**config.mk**
```make
export PLATFORM = sky130hd
export DESIGN_NAME = lsu_align_sequencer
export DESIGN_NICKNAME = d
export VERILOG_FILES = /design/src/rtl/lsu_align_sequencer.sv
export SDC_FILE = /design/constraint.sdc
export NUM_CORES = 1
export LEC_CHECK = 0
export ABC_AREA = 1
export BUFFER_PORTS_ARGS = -buffer_cell sky130_fd_sc_hd__buf_2
export CAP_MARGIN = 5
export CORE_UTILIZATION = 32
export CTS_CLUSTER_DIAMETER = 100
export DETAILED_ROUTE_END_ITERATION = 12
export SYNTH_ARGS = -nofsm -noshare
export SYNTH_HDL_FRONTEND = slang
export SYNTH_SLANG_ARGS = --single-unit
```
**constraint.sdc**
```tcl
create_clock -name clk -period 3.53 [get_ports clk]
set_input_delay 0.1765 -clock clk [delete_from_list [all_inputs] [get_ports clk]]
set_output_delay 0.1765 -clock clk [all_outputs]
set_load 0.03 [all_outputs]
```
**src/rtl/lsu_align_sequencer.sv**
```systemverilog
// Load/store sequencer in front of the unified byte memory: yields to fetch slots, splits
// misaligned halfword/word accesses into byte beats and reassembles load data.
module lsu_align_sequencer #(
   parameter int unsigned ADDR_W      = 9,
   parameter bit          MISALIGN_EN = 1'b1
) (
   input  logic              clk,
   input  logic              rst,
   input  logic              fetch_slot,
   input  logic              req_valid,
   output logic              req_ready,
   input  logic              req_we,
   input  logic [2:0]        req_funct3,
   input  logic [ADDR_W-1:0] req_addr,
   input  logic [31:0]       req_wdata,
   output logic              resp_valid,
   output logic [31:0]       resp_rdata,
   output logic              resp_err,
   output logic              stall,
   output logic [ADDR_W-1:0] mem_addr,
   output logic              mem_read,
   output logic              mem_write,
   output logic [2:0]        mem_funct3,
   output logic [31:0]       mem_wdata,
   input  logic [31:0]       mem_rdata
);

   typedef enum logic [1:0] {StIdle, StAccess, StResp} state_e;

   localparam logic [2:0] F3B  = 3'b000;
   localparam logic [2:0] F3H  = 3'b001;
   localparam logic [2:0] F3W  = 3'b010;
   localparam logic [2:0] F3BU = 3'b100;
   localparam logic [2:0] F3HU = 3'b101;

   state_e              state_q, state_d;
   logic                we_q;
   logic [2:0]          funct3_q;
   logic [ADDR_W-1:0]   addr_q;
   logic [31:0]         wdata_q;
   logic                split_q;
   logic                err_q;
   logic [2:0]          beats_q;
   logic [2:0]          idx_q;
   logic [31:0]         asm_q;

   logic                accept;
   logic                legal;
   logic                misaligned;
   logic                err_req;
   logic [2:0]          beats_req;
   logic                beat_fire;
   logic                last_beat;
   logic [31:0]         load_result;

   assign accept    = req_valid && (state_q == StIdle);
   assign beat_fire = (state_q == StAccess) && !fetch_slot;
   assign last_beat = (idx_q == (beats_q - 3'd1));

   // Request decode: legality, misalignment and beat count.
   always_comb begin
      legal = 1'b0;
      case (req_funct3)
         F3B, F3H, F3W: legal = 1'b1;
         F3BU, F3HU:    legal = !req_we;
         default:       legal = 1'b0;
      endcase
      misaligned = ((req_funct3[1:0] == 2'b01) && req_addr[0]) ||
                   ((req_funct3[1:0] == 2'b10) && (req_addr[1:0] != 2'b00));
      err_req    = !legal || (misaligned && !MISALIGN_EN);
      if (!misaligned) begin
         beats_req = 3'd1;
      end else if (req_funct3[1:0] == 2'b01) begin
         beats_req = 3'd2;
      end else begin
         beats_req = 3'd4;
      end
   end

   // State register.
   always_ff @(posedge clk or posedge rst) begin
      if (rst) begin
         state_q <= StIdle;
      end else begin
         state_q <= state_d;
      end
   end

   // Next-state logic.
   always_comb begin
      state_d = state_q;
      unique case (state_q)
         StIdle: begin
            if (accept) begin
               state_d = err_req ? StResp : StAccess;
            end
         end
         StAccess: begin
            if (beat_fire && last_beat) begin
               state_d = StResp;
            end
         end
         StResp:  state_d = StIdle;
         default: state_d = StIdle;
      endcase
   end

   // Request latch, beat counter and load assembly.
   always_ff @(posedge clk or posedge rst) begin
      if (rst) begin
         we_q     <= 1'b0;
         funct3_q <= '0;
         addr_q   <= '0;
         wdata_q  <= '0;
         split_q  <= 1'b0;
         err_q    <= 1'b0;
         beats_q  <= '0;
         idx_q    <= '0;
         asm_q    <= '0;
      end else if (accept) begin
         we_q     <= req_we;
         funct3_q <= req_funct3;
         addr_q   <= req_addr;
         wdata_q  <= req_wdata;
         split_q  <= misaligned && !err_req;
         err_q    <= err_req;
         beats_q  <= beats_req;
         idx_q    <= '0;
         asm_q    <= '0;
      end else if (beat_fire) begin
         idx_q <= idx_q + 3'd1;
         if (!we_q) begin
            if (split_q) begin
               asm_q[{idx_q[1:0], 3'b000} +: 8] <= mem_rdata[7:0];
            end else begin
               asm_q <= mem_rdata;
            end
         end
      end
   end

   // Aligned loads are already extended by the memory; split halfwords are extended here.
   always_comb begin
      load_result = asm_q;
      if (split_q) begin
         case (funct3_q)
            F3H:     load_result = {{16{asm_q[15]}}, asm_q[15:0]};
            F3HU:    load_result = {16'h0000, asm_q[15:0]};
            default: load_result = asm_q;
         endcase
      end
   end

   // Outputs.
   always_comb begin
      req_ready  = 1'b0;
      stall      = 1'b0;
      resp_valid = 1'b0;
      resp_err   = 1'b0;
      resp_rdata = '0;
      mem_addr   = '0;
      mem_read   = 1'b0;
      mem_write  = 1'b0;
      mem_funct3 = '0;
      mem_wdata  = '0;
      unique case (state_q)
         StIdle: req_ready = 1'b1;
         StAccess: begin
            stall = 1'b1;
            if (!fetch_slot) begin
               mem_read  = !we_q;
               mem_write = we_q;
               if (split_q) begin
                  mem_addr   = addr_q + ADDR_W'(idx_q);
                  mem_funct3 = we_q ? F3B : F3BU;
                  mem_wdata  = {24'h000000, wdata_q[{idx_q[1:0], 3'b000} +: 8]};
               end else begin
                  mem_addr   = addr_q;
                  mem_funct3 = funct3_q;
                  mem_wdata  = wdata_q;
               end
            end
         end
         StResp: begin
            resp_valid = 1'b1;
            resp_err   = err_q;
            resp_rdata = (err_q || we_q) ? 32'h0 : load_result;
         end
         default: ;
      endcase
   end

endmodule

```
==> impl_metrics.py <==
metrics = {
    "clock_network": {
        "clock_latency_ps": 350,
        "cts_setup_buffers": 0,
        "cts_tree": "done",
        "cts-htree-levels": 3,
        "cts_resized": 0,
        "ctsRootBufferMaster": "clkbuf_16",
        "cts_sinks": 87,
        "path_clk_slew_ps": 60,
        "clock_path_buffers": 2,
        "numCtsBuffers": 9,
    },
    "timing": {
        "post-route-min-period_ps": 2780,
        "fin_crit_sh": 0.787,
        "final-setup-viol-count": 0,
        "final-max-slew-violation-count": 0,
        "grt_setup_unrepaired": "false",
        "worstMarginPinSlew_ps": 1050,
        "relSlewSlack": 0.300,
        "finClkSkew_ps": 5.13,
        "hold_viol_final": 0,
        "fmax_mhz": 360,
        "finalSetupTns_ps": 0,
        "timing.hold.ws_ps": 20.1,
    },
    "setup_path": {
        "critical_path.max_fanout": 20,
        "cp.arrival_ps": 2600,
        "cp.required_ps": 3350,
        "worstSetupStartpointType": "register",
        "r2r_cells": 8,
        "end_kind": "output pin",
        "critPathKind": "reg2out",
    },
    "synthesis": {
        "yosysWarnings": 0,
        "synth_simple_gate_area_frac": 0.229,
        "yosys.area_share.adder": 0.0240,
        "synthMuxAreaShare": 0,
        "synth_seq_area_share": 0.435,
        "synthesis.nets": 787,
        "yosysUniqueCellTypes": 34,
        "synthesis.instances": 697,
        "synth_top_family_by_area": "simple AND/OR/NAND/NOR gates",
        "synth_seq_cells": 87,
        "synth-xor-area-share": 0.00175,
        "synth_compound_area_frac": 0.207,
        "syn_avg_cell_area_um2": 7.17,
        "syn_area_mm2": 0.00500,
    },
    "power_and_ir_drop": {
        "powerDensity_mw_per_mm2": 758,
        "switching_power_mw": 2.12,
        "power_frac_seq": 0.367,
        "finalPower_mw": 4.72,
        "clockPowerShare": 0.203,
        "p_int_mw": 2.60,
        "irDropWorstVdd_mv": 0.279,
        "swShare": 0.449,
        "combPwrFrac": 0.430,
        "p_leak_nw": 3.27,
    },
    "floorplanning": {
        "io_pins": 163,
        "dieArea_mm2": 0.0161,
        "die_y_um": 127,
        "num_rows": 45,
        "initial_core_util": 0.329,
        "core_area_mm2": 0.0152,
        "dieWidth_um": 127,
    },
    "placement": {
        "place_hpwl_mm": 10.6,
        "port_buffers": 162,
        "gp_congestion": 0.836,
    },
    "finish": {
        "drive_gt1_frac": 0.237,
        "final_nets": 933,
        "syn_to_final_growth_pct": 24.4,
        "most-common-layout-cells": "nand2_1, buf_2, o21ai_0",
        "mostFrequentLayoutCell": "nand2_1",
        "n_antenna_cell": 0,
    },
    "run_status": {
        "status": "complete, no violations",
    },
    "min_path": {
        "hp-class": "in2reg",
        "min_path_cells": 3,
    },
    "routing": {
        "via_per_inst": 4.79,
        "totalWireLength_mm": 14.6,
        "antenna_left": 0,
        "wl_per_cell_um": 14.1,
        "drt_iter0_drc": 380,
        "drc": 0,
        "dr.pass1.iters": 4,
        "vias": 4958,
    },
    "grt": {
        "grt_first_pass_wirelength_mm": 23.6,
        "antenna_found_initial": 0,
        "grtUsageTotal": 0.188,
        "grt-ovfl-total": 0,
        "grt_pass1_vias": 4638,
        "grt_max_degree": 88,
    },
    "flow_run": {
        "maxCapViolCount": 0,
    },
}
-- registers in the layout (all words and copies together), names as in the netlist --
register  flops
wdata_q      32
addr_q        9
split_q       1
state_q       2
asm_q        32
idx_q         3
funct3_q      3
we_q          1
err_q         1
beats_q       3
-- through the flow --
stage          instance area, µm²  utilization  worst slack (ps)  instances
6_report                     6220        0.409               750       1036
5_1_grt                      6220        0.409               587       1036
4_1_cts                      6220        0.409               733       1036
3_5_place_dp                 5920        0.389              1130       1019
3_3_place_gp                 5920        0.389              1190       1019
2_1_floorplan                5000            -              1100        697
-- worst max-delay path, cell delays in order (launching register included) --
cell and delay, ps:
dfrtp_1 720, ha_1 280, inv_1 60, fa_1 400, inv_1 70, nand2_1 40
nand2_1 120, nand4_1 130, nand2_1 80, nand2_1 40, nor2_1 110, buf_2 210
-- cells in the mapped netlist (all sizes together) --
cell | instances | area [µm²]
nor2 | 93 | 362
fa | 1 | 20.0
nand4 | 3 | 18.8
a21boi | 8 | 60.1
nand2 | 169 | 654
o21ai | 120 | 623
clkinv | 2 | 8.75
inv | 87 | 327
dfrtp | 87 | 2180
clkbuf | 12 | 45.0
buf | 21 | 134
o21bai | 1 | 7.51
a21oi | 56 | 284
o22ai | 1 | 6.26
and2 | 1 | 6.26
o211ai | 4 | 45.1
nor3 | 1 | 5.00
nand3 | 20 | 100
o21a | 1 | 7.51
xor2 | 1 | 8.76
ha | 8 | 100
-- routing by layer --
metal	global-route usage	up-vias	part of all wire
met5	0	-	0
met4	0.0700	0	0.015
met3	0.0285	14	0.054
met2	0.303	164	0.45
met1	0.256	2267	0.48
li1	-	2513	-
-- what timing repair did --
item,CTS,global route
hold endpoints to repair,87,0
hold buffers,1,0
endpoints found under the setup margin,0,0
-- path summary, 6_finish.rpt --
check                            startpoint     endpoint  slack (ps)
worst min-delay path            req_addr[6]    addr_q[6]          20
worst max-delay path               idx_q[0]  mem_addr[8]         750
max in group asynchronous               rst   state_q[0]        2690
worst max register to register     idx_q[1]     asm_q[6]        1170
worst min register to register   wdata_q[0]   wdata_q[0]         470
min in group asynchronous               rst     asm_q[1]         470
-- cell families (layout without fill, tap and decap cells) --
logic type | after synthesis | in the layout
adder cells (fa/ha/maj) | 9 | 9
AO/OA/AOI/OAI | 191 | 191
XOR/XNOR | 1 | 1
AND/OR/NAND/NOR | 287 | 287
flip-flops | 87 | 87
buffers and inverters | 122 | 273
-- area by class of cell --
type | instances | area, µm²
flip-flops and latches | 87 | 2180
well taps | 188 | 235
fillers | 1644 | 8980
repair buffers | 168 | 871
clock inverters | 4 | 45.0
multi-input cells | 488 | 2310
clock buffers | 12 | 246
inverters | 89 | 337
-- power by group through the flow --
stage	logic, mW	clock network, mW	registers, mW
floorplan	1.61	0	1.62
global placement	2.03	0	1.74
detailed placement	2.05	0	1.74
CTS	2.06	0.988	1.73
global route	2.32	1.02	1.79
finish	2.03	0.956	1.73
Note: power is estimated with default switching activity, not from simulation.
